**config.mk**
```make
export PLATFORM = sky130hd
export DESIGN_NAME = ecc_scalar_sequencer
export DESIGN_NICKNAME = d
export VERILOG_FILES = /design/src/rtl/ecc_scalar_sequencer.sv
export SDC_FILE = /design/constraint.sdc
export NUM_CORES = 1
export LEC_CHECK = 0
export CAP_MARGIN = 20
export CORE_MARGIN = 8
export CORE_UTILIZATION = 45
export DETAILED_ROUTE_END_ITERATION = 6
export PLACE_DENSITY = 0.74
export SETUP_SLACK_MARGIN = 0.2
export SLEW_MARGIN = 20
export SYNTH_ARGS = -nofsm -noshare
export SYNTH_HDL_FRONTEND = slang
export SYNTH_SLANG_ARGS = --single-unit
```
**constraint.sdc**
```tcl
create_clock -name clk -period 3.4 [get_ports clk]
set_clock_uncertainty 0.05 [all_clocks]
set_input_delay 0.51 -clock clk [delete_from_list [all_inputs] [get_ports clk]]
set_output_delay 0.51 -clock clk [all_outputs]
set_load 0.005 [all_outputs]
```
**src/rtl/ecc_scalar_sequencer.sv**
```systemverilog
// Left-to-right double-and-add scheduler: walks the latched scalar MSB->LSB and
// issues DBL/ADD (and LOAD when SEQ_LZ_SKIP_EN skips leading zeros) over op_req/op_ack.
module ecc_scalar_sequencer #(
    parameter int KEY_W = 512,
    parameter int IDX_W = 10
) (
    input  logic             clk,
    input  logic             rst_n,
    input  logic             start,
    input  logic [KEY_W-1:0] scalar,
    input  logic             op_ack,
    output logic             op_req,
    output logic [1:0]       op_code,
    output logic [IDX_W-1:0] bit_idx,
    output logic             busy,
    output logic             done,
    output logic             zero_scalar
);

    // Handshake: op_req is a level held with op_code/bit_idx stable until the
    // cycle op_ack is sampled high; an ack while op_req is low has no effect.
    typedef enum logic [2:0] {
        S_IDLE, S_SCAN, S_DBL, S_ADD, S_LOAD, S_NEXT, S_DONE
    } state_t;

    localparam logic [1:0]       OP_NONE = 2'b00;
    localparam logic [1:0]       OP_DBL  = 2'b01;
    localparam logic [1:0]       OP_ADD  = 2'b10;
    localparam logic [1:0]       OP_LOAD = 2'b11;
    localparam logic [IDX_W-1:0] TOP_IDX = IDX_W'(KEY_W - 1);
    localparam logic [IDX_W-1:0] IDX_ONE = IDX_W'(1);

    state_t           state;
    logic [KEY_W-1:0] k;
    logic [KEY_W-1:0] k_shift;
    logic             cur_bit;

    // Shift rather than index so the counter may be wider than log2(KEY_W).
    assign k_shift = k >> bit_idx;
    assign cur_bit = k_shift[0];

    always_ff @(posedge clk or negedge rst_n) begin
        if (!rst_n) begin
            state       <= S_IDLE;
            k           <= '0;
            op_req      <= 1'b0;
            op_code     <= OP_NONE;
            bit_idx     <= '0;
            busy        <= 1'b0;
            done        <= 1'b0;
            zero_scalar <= 1'b0;
        end else begin
            done <= 1'b0;
            case (state)
                S_IDLE: begin
                    if (start) begin
                        k           <= scalar;
                        bit_idx     <= TOP_IDX;
                        busy        <= 1'b1;
                        zero_scalar <= 1'b0;
`ifdef SEQ_LZ_SKIP_EN
                        state       <= S_SCAN;
`else
                        state       <= S_DBL;
                        op_req      <= 1'b1;
                        op_code     <= OP_DBL;
`endif
                    end
                end
`ifdef SEQ_LZ_SKIP_EN
                S_SCAN: begin
                    if (cur_bit) begin
                        state   <= S_LOAD;
                        op_req  <= 1'b1;
                        op_code <= OP_LOAD;
                    end else if (bit_idx == '0) begin
                        state       <= S_DONE;
                        done        <= 1'b1;
                        busy        <= 1'b0;
                        zero_scalar <= ~|k;
                    end else begin
                        bit_idx <= bit_idx - IDX_ONE;
                    end
                end
                S_LOAD: begin
                    if (op_ack) begin
                        state   <= S_NEXT;
                        op_req  <= 1'b0;
                        op_code <= OP_NONE;
                    end
                end
`endif
                S_DBL: begin
                    if (op_ack) begin
                        if (cur_bit) begin
                            // Back-to-back: ADD request follows the DBL ack with no bubble.
                            state   <= S_ADD;
                            op_code <= OP_ADD;
                        end else begin
                            state   <= S_NEXT;
                            op_req  <= 1'b0;
                            op_code <= OP_NONE;
                        end
                    end
                end
                S_ADD: begin
                    if (op_ack) begin
                        state   <= S_NEXT;
                        op_req  <= 1'b0;
                        op_code <= OP_NONE;
                    end
                end
                S_NEXT: begin
                    if (bit_idx == '0) begin
                        state       <= S_DONE;
                        done        <= 1'b1;
                        busy        <= 1'b0;
                        zero_scalar <= ~|k;
                    end else begin
                        bit_idx <= bit_idx - IDX_ONE;
                        state   <= S_DBL;
                        op_req  <= 1'b1;
                        op_code <= OP_DBL;
                    end
                end
                S_DONE: begin
                    state <= S_IDLE;
                end
                default: begin
                    state   <= S_IDLE;
                    op_req  <= 1'b0;
                    op_code <= OP_NONE;
                end
            endcase
        end
    end

endmodule

```
==> metrics.json <==
{
  "pwr": {
    "share_comb_of_total_power": 0.315,
    "share_of_total_power_consumed_by_net_switching": 0.3684,
    "p_clk_frac": 0.243,
    "netSwitchingPower_uw": 10220,
    "register_share_of_total_power": 0.443,
    "peakVddDrop_v": 0.0004536,
    "power_density_nw_per_um2": 822.0,
    "p_leak_uw": 0.01634,
    "internal_power_uw": 17510
  },
  "clocking": {
    "root_buf_cell": "sky130_fd_sc_hd__clkbuf_16",
    "tritoncts_buffers": 55,
    "cts_tree": "done",
    "clkSlewWorstSetupHoldPaths_ps": 60,
    "number_of_sinks_on_the_clock_net": 531,
    "htreeDepth": 2,
    "cts_buffer_depth": 3,
    "insertion_delay_ps": 600
  },
  "logic_synthesis": {
    "yosys_most_used_dff": "sky130_fd_sc_hd__dfrtp_1",
    "synth_sequential_area_ratio": 0.5250,
    "postSynthNetCount": 3308,
    "synth_seq_cells": 531,
    "synth.cell_area_um2": 25310,
    "post_synth_num_cell_types": 56,
    "synth_area_per_cell_um2": 9.068,
    "synth_enable_flop_cells": 0,
    "ys_warn_count": 0,
    "synth_cells": 2791,
    "postSynth.asyncResetShare": 1.000
  },
  "setup_path": {
    "critPathLaunchType": "flip-flop",
    "cp.required_ps": 3850,
    "crit_path_max_fanout": 17,
    "criticalPathCategory": "reg2reg",
    "timing.critical_path.to_type": "flip-flop",
    "data_arrival_critical_path_ps": 3500
  },
  "die": {
    "fp-row-count": 87,
    "initial_utilization": 0.4523,
    "die_x_um": 253.2,
    "core_area_um2": 55950,
    "design.portCount": 532,
    "die_area_um2": 64090,
    "dieHeight_um": 253.2
  },
  "grt": {
    "globalRouteOverflowTotal": 0,
    "initial_antenna_violation_count": 14,
    "grt_use_total": 0.2807,
    "first_global_vias": 23130,
    "maximum_number_of_pins_on_one_net_before_global_route_repair": 170,
    "grt_first_pass_wirelength_um": 138200
  },
  "final_layout": {
    "syn_to_final_growth_pct": 33.30,
    "nNetsFinal": 3806,
    "filler_cell_count": 4739,
    "fin_util": 0.6030,
    "post_route_cells_drive_above_1_share": 0.09118
  },
  "placed_design": {
    "post-dp-hpwl_um": 68800,
    "place_congestion": 0.9545,
    "place.port_buffers": 531
  },
  "routing": {
    "wl_met1_um": 35330,
    "routedWlPerCell_um": 22.42,
    "firstDrtPassIters": 6,
    "detailedRoute.firstIterationViolations": 2393,
    "drc": 0,
    "num_vias": 22650,
    "postRouteWirelength_um": 91840,
    "antenna_left": 0,
    "detailroute.wirelength.met2_um": 44290,
    "post_drt_via_cell_ratio": 5.529,
    "wl_met3_um": 8157,
    "top_layer": "met5"
  },
  "min_path": {
    "min-delay-path-class": "in2reg"
  },
  "sta": {
    "finalHoldViolCount": 0,
    "slew_viol_final": 0,
    "report.final.setup_viol": 0,
    "timing.fmax_mhz": 328.7,
    "totalNegativeSetupSlack_ps": 0,
    "timing_worst_slew_pin_value_ps": 861.5,
    "timing.max_slew.rel_slack": 0.4257,
    "finalWorstPathRequiredPeriod_ps": 3043,
    "rsz0062_at_grt": "no",
    "share_of_the_clock_period_used_by_the_worst_path": 0.8949
  },
  "outcome": {
    "status": "finished, final reports clean"
  },
  "job": {
    "maxCapViolations": 0
  }
}
## placed cells by master, fill, tap and decap left out, types with 6 or more instances in the layout
| cell type | n |
|---|---|
| sky130_fd_sc_hd__nand4_1 | 33 |
| sky130_fd_sc_hd__nand3_1 | 8 |
| sky130_fd_sc_hd__buf_12 | 20 |
| sky130_fd_sc_hd__mux4_2 | 119 |
| sky130_fd_sc_hd__clkbuf_16 | 57 |
| sky130_fd_sc_hd__nand2_1 | 1575 |
| sky130_fd_sc_hd__buf_4 | 52 |
| sky130_fd_sc_hd__o22ai_1 | 15 |
| sky130_fd_sc_hd__clkdlybuf4s50_1 | 530 |
| sky130_fd_sc_hd__mux2i_1 | 37 |
| sky130_fd_sc_hd__a22oi_1 | 8 |
| sky130_fd_sc_hd__clkinv_2 | 8 |
| sky130_fd_sc_hd__dfrtp_1 | 528 |
| sky130_fd_sc_hd__nor3_1 | 12 |
| sky130_fd_sc_hd__nor4_1 | 139 |
| sky130_fd_sc_hd__clkbuf_1 | 10 |
| sky130_fd_sc_hd__a22o_1 | 10 |
| sky130_fd_sc_hd__a21oi_1 | 25 |
| sky130_fd_sc_hd__nor2_1 | 19 |
| sky130_fd_sc_hd__diode_2 | 7 |
| sky130_fd_sc_hd__nand2b_1 | 11 |
| sky130_fd_sc_hd__bufinv_16 | 12 |
| sky130_fd_sc_hd__o21ai_0 | 12 |
| sky130_fd_sc_hd__clkbuf_8 | 6 |
## through the flow
stage	instances	worst slack [ps]	cell area [µm²]	hold WS [ps]	power (µW)
after floorplan	2791	651.5	25310	164.4	17260
after global placement	3985	220.6	31630	415.9	20640
after detailed placement	3985	182.3	31630	419.4	20900
after CTS	4089	220.9	33680	347.9	27750
after global routing	4093	220.8	33730	373.5	29410
final	4097	357.4	33740	385.8	27730
## synthesized netlist by cell type (15+ instances only)
| library cell | count | share of area |
|---|---|---|
| sky130_fd_sc_hd__nand4_1 | 33 | 0.0082 |
| sky130_fd_sc_hd__nor4_1 | 139 | 0.034 |
| sky130_fd_sc_hd__mux4_2 | 119 | 0.11 |
| sky130_fd_sc_hd__dfrtp_1 | 531 | 0.53 |
| sky130_fd_sc_hd__clkbuf_1 | 109 | 0.016 |
| sky130_fd_sc_hd__nor2_1 | 21 | 0.0031 |
| sky130_fd_sc_hd__mux2i_1 | 37 | 0.015 |
| sky130_fd_sc_hd__o22ai_1 | 15 | 0.0037 |
| sky130_fd_sc_hd__a21oi_1 | 25 | 0.0049 |
| sky130_fd_sc_hd__nand2_1 | 1575 | 0.23 |
| sky130_fd_sc_hd__buf_1 | 24 | 0.0036 |
## critical path: stages (launching register included)
cell and delay (ps):
sky130_fd_sc_hd__dfrtp_4 640, sky130_fd_sc_hd__buf_16 240, sky130_fd_sc_hd__nor3b_1 480, sky130_fd_sc_hd__a22oi_1 140, sky130_fd_sc_hd__o211ai_1 160, sky130_fd_sc_hd__a21oi_1 110
sky130_fd_sc_hd__nor4b_1 400, sky130_fd_sc_hd__buf_4 200, sky130_fd_sc_hd__o2bb2a_2 200, sky130_fd_sc_hd__a31oi_4 60, sky130_fd_sc_hd__o31ai_1 260
## layer usage
| metal | track usage | up-vias |
|---|---|---|
| met4 | 0.1170 | 14 |
| li1 | - | 10310 |
| met1 | 0.3578 | 11030 |
| met3 | 0.06947 | 211 |
| met5 | 0 | - |
| met2 | 0.4558 | 1085 |
## cell families (layout without fill, tap and decap cells)
group / Yosys count / count (layout) / share of synthesized area
other: 0 / 7 / 0
muxes: 156 / 156 / 0.1205
AOI/OAI and AO/OA: 103 / 103 / 0.02833
and+or+nand+nor: 1824 / 1824 / 0.2928
adders and majority gates: 1 / 1 / 0.0004943
xor gates and xnor gates: 5 / 5 / 0.001731
DFF: 531 / 531 / 0.5250
buffers and inverters: 171 / 714 / 0.03115
## repair_timing
action / 4_1_cts / 5_1_grt
setup endpoints to repair: 2 / 4
hold endpoints to repair: 71 / 0
gates resized for setup: 0 / 1
hold buffers: 1 / 0
setup buffers: 1 / 1
## sequential cells by signal, summed over array words and instances, names as in the netlist
signal and flops:
bit_idx 10, k 512, busy 1, zero_scalar 1, done 1, op_req 1
op_code 2, state 3
## final cells by class
cell class / instances / area [µm²] / area share
timing repair buffer: 606 / 6176 / 0.1831
tap: 756 / 945.9 / 0.02804
inverter: 6 / 22.52 / 0.0006676
clock inverter: 29 / 473.0 / 0.01402
sequential: 531 / 13300 / 0.3942
multi-input combinational: 2089 / 11260 / 0.3336
clock buffer: 73 / 1546 / 0.04584
antenna: 7 / 17.52 / 0.0005192
## worst paths after layout
path	startpoint	end	slack, ps	cells past startpoint
max	bit_idx[1]$_DFFE_PN0P_	op_code[1]$_DFFE_PN0P_	360	10
min	scalar[295]	k[295]$_DFFE_PN0P_	390	3
min reg2reg	op_code[0]$_DFFE_PN0P_	op_code[0]$_DFFE_PN0P_	430	1
max reg2reg	bit_idx[1]$_DFFE_PN0P_	op_code[1]$_DFFE_PN0P_	360	10
max in group asynchronous	rst_n	k[265]$_DFFE_PN0P_	1800	3
min in group asynchronous	rst_n	k[459]$_DFFE_PN0P_	430	2
## power by group through the flow
| stage | clock (µW) | sequential [µW] | combinational (µW) |
|---|---|---|---|
| after global placement | 0 | 12200 | 8430 |
| after detailed placement | 0 | 12200 | 8700 |
| after CTS | 6810 | 12200 | 8780 |
| after global routing | 7050 | 12500 | 9820 |
| final | 6730 | 12300 | 8730 |
| after floorplan | 0 | 10900 | 6350 |
No activity file was read; power rests on OpenSTA's default activity.
==> patch, RTL diff (config.mk and constraints unchanged) <==
Set the parameter `KEY_W` to 256 (it was 512).
--- a/src/rtl/ecc_scalar_sequencer.sv
+++ b/src/rtl/ecc_scalar_sequencer.sv
@@ -3,3 +3,3 @@
 module ecc_scalar_sequencer #(
-    parameter int KEY_W = 512,
+    parameter int KEY_W = 256,
     parameter int IDX_W = 10
Ports: changed (resized scalar); port bits go from 532 to 276. The function was not compared with the original's and may differ.
==> patch against the original RTL <==
- setup slack better by 0.18 ns
- synthesized area is 48% lower
- total power is 47% lower
- routed wire length is 54% lower
- sequential cell count is 256 lower
- largest power group unchanged
- highest routed layer is now met4
- final area is 48% lower
==> patch: results (changes against the original RTL) <==
status=finished clean; CP delay by family, top=simple AND/OR/NAND/NOR gates; Post-CTS Hold Fix Bufs=1 (unchanged); synth unique cells=58 (+3.6%); Root Buffer=clkbuf_16; placed cell count=2052 (-49%); DP Wirelength=31170 um (-55%); first-pass GRT wire length=65710 um (-52%); Largest regs=k x256, bit_idx x10, state x3; Synth Area in Adders=0.09448% (+0.045 points); Int Pwr=9.290 mW (-47%); Post-CTS Setup Inserts=0 (-1); DR WL/cell=19.89 um (-11%); slowest CP cell=dfrtp_4; gr usage total=23.30% (-4.8 points); Post-Synth XOR/XNOR Area=0.3968% (+0.22 points); detailed-route via count=11540 (-49%); Relative slew margins=46.08% (+3.5 points); ys async rst share=100.0% (unchanged); most common library cells after synthesis=785 x nand2_1, 275 x dfrtp_1, 68 x nor4_1; DRT Pass-1 Iters=5 (-1); Peak supply drop=0.3799 mV (-16%); share of layout cells above drive strength 1=8.635% (-0.48 points); LEAKAGE=8.356 nW (-49%); mux contribution to synthesized area=12.26% (+0.21 points); synthesized area per cell=9.152 um2 (+0.92%); CTS-repair resized insts=0 (unchanged); Synth Area in Compound Gates=3.118% (+0.29 points); largest cells by area after synthesis=dfrtp_1 52%, nand2_1 22%, mux4_2 10%; Final Wtd Congestion=0.8653 (-9.3%); placed cell area=16410 um2 (-48%); CTS Buffer Depth=3 (unchanged); FILL cells=2540 (-46%); Synth warnings=0 (unchanged); antenna violations before repair=2 (-12); maximum number of pins on one net before global-route repair=72 (-58%); H-tree Lvls=1 (-1); Reg clk slew, reported paths=0.06 ns (about the same); Min-Delay Path Class=primary input to flop; register area share after synthesis=51.97% (-0.54 points); syn nets=1708 (-48%); 1st-iter DRT viols=1233 (-48%); vias per inst=5.479 (-0.91%); fin nets=1955 (-49%); TritonCTS Buffers=28 (-49%); port bufs=275 (-48%); critical path's largest stage delay=0.65 ns; Clock Latency Late Sink=0.54 ns (-0.06 ns); Max FO, Critical Path=18 (+1)
[patch: metrics by stage]
stage / worst slack [ns] / util [%] / total power, mW
global placement: 0.4776 / 55.95 / 11.03
finish: 0.5340 / 59.51 / 14.65
floorplan: 0.7557 / - / 9.318
detailed placement: 0.4339 / 55.95 / 11.21
global route: 0.3221 / 59.51 / 15.56
CTS: 0.4310 / 59.42 / 14.62
[patch: cell type report]
cell class                 instances  area share, %
sequential                       275          39.49
multi-input combinational       1080          33.99
timing repair buffer             302          17.77
clock buffer                      37          4.503
tap                              390          2.797
clock inverter                    13          1.276
inverter                           7         0.1506
antenna                            2        0.02868
[patch: power by group through the flow]
stage / Sequential [mW] / Combinational [mW] / Clock (mW)
2_1_floorplan: 5.60 / 3.72 / 0
3_3_place_gp: 6.37 / 4.66 / 0
3_5_place_dp: 6.39 / 4.82 / 0
4_1_cts: 6.37 / 4.87 / 3.38
5_1_grt: 6.54 / 5.52 / 3.50
6_report: 6.40 / 4.91 / 3.33
[patch: per-layer routing]
metal / part of all wire [%] / global-route usage (%) / vias up / wire length, um
met2: 47 / 36.55 / 531 / 19520
met3: 7.6 / 5.331 / 104 / 3185
li1: - / - / 5315 / -
met5: 0 / 0 / - / 0
met4: 4.1 / 9.636 / 0 / 1727
met1: 42 / 30.93 / 5588 / 17470
[patch: path summary, 6_finish.rpt]
path	from	endpoint	slack [ns]	depth (start not counted)
max in group asynchronous	rst_n	k[105]	1.89	3
max reg2reg	bit_idx[0]	bit_idx[7]	0.53	9
max	bit_idx[0]	bit_idx[7]	0.53	9
min reg2reg	k[214]	k[214]	0.46	2
min	scalar[104]	k[104]	0.45	3
min in group asynchronous	rst_n	k[167]	0.46	2
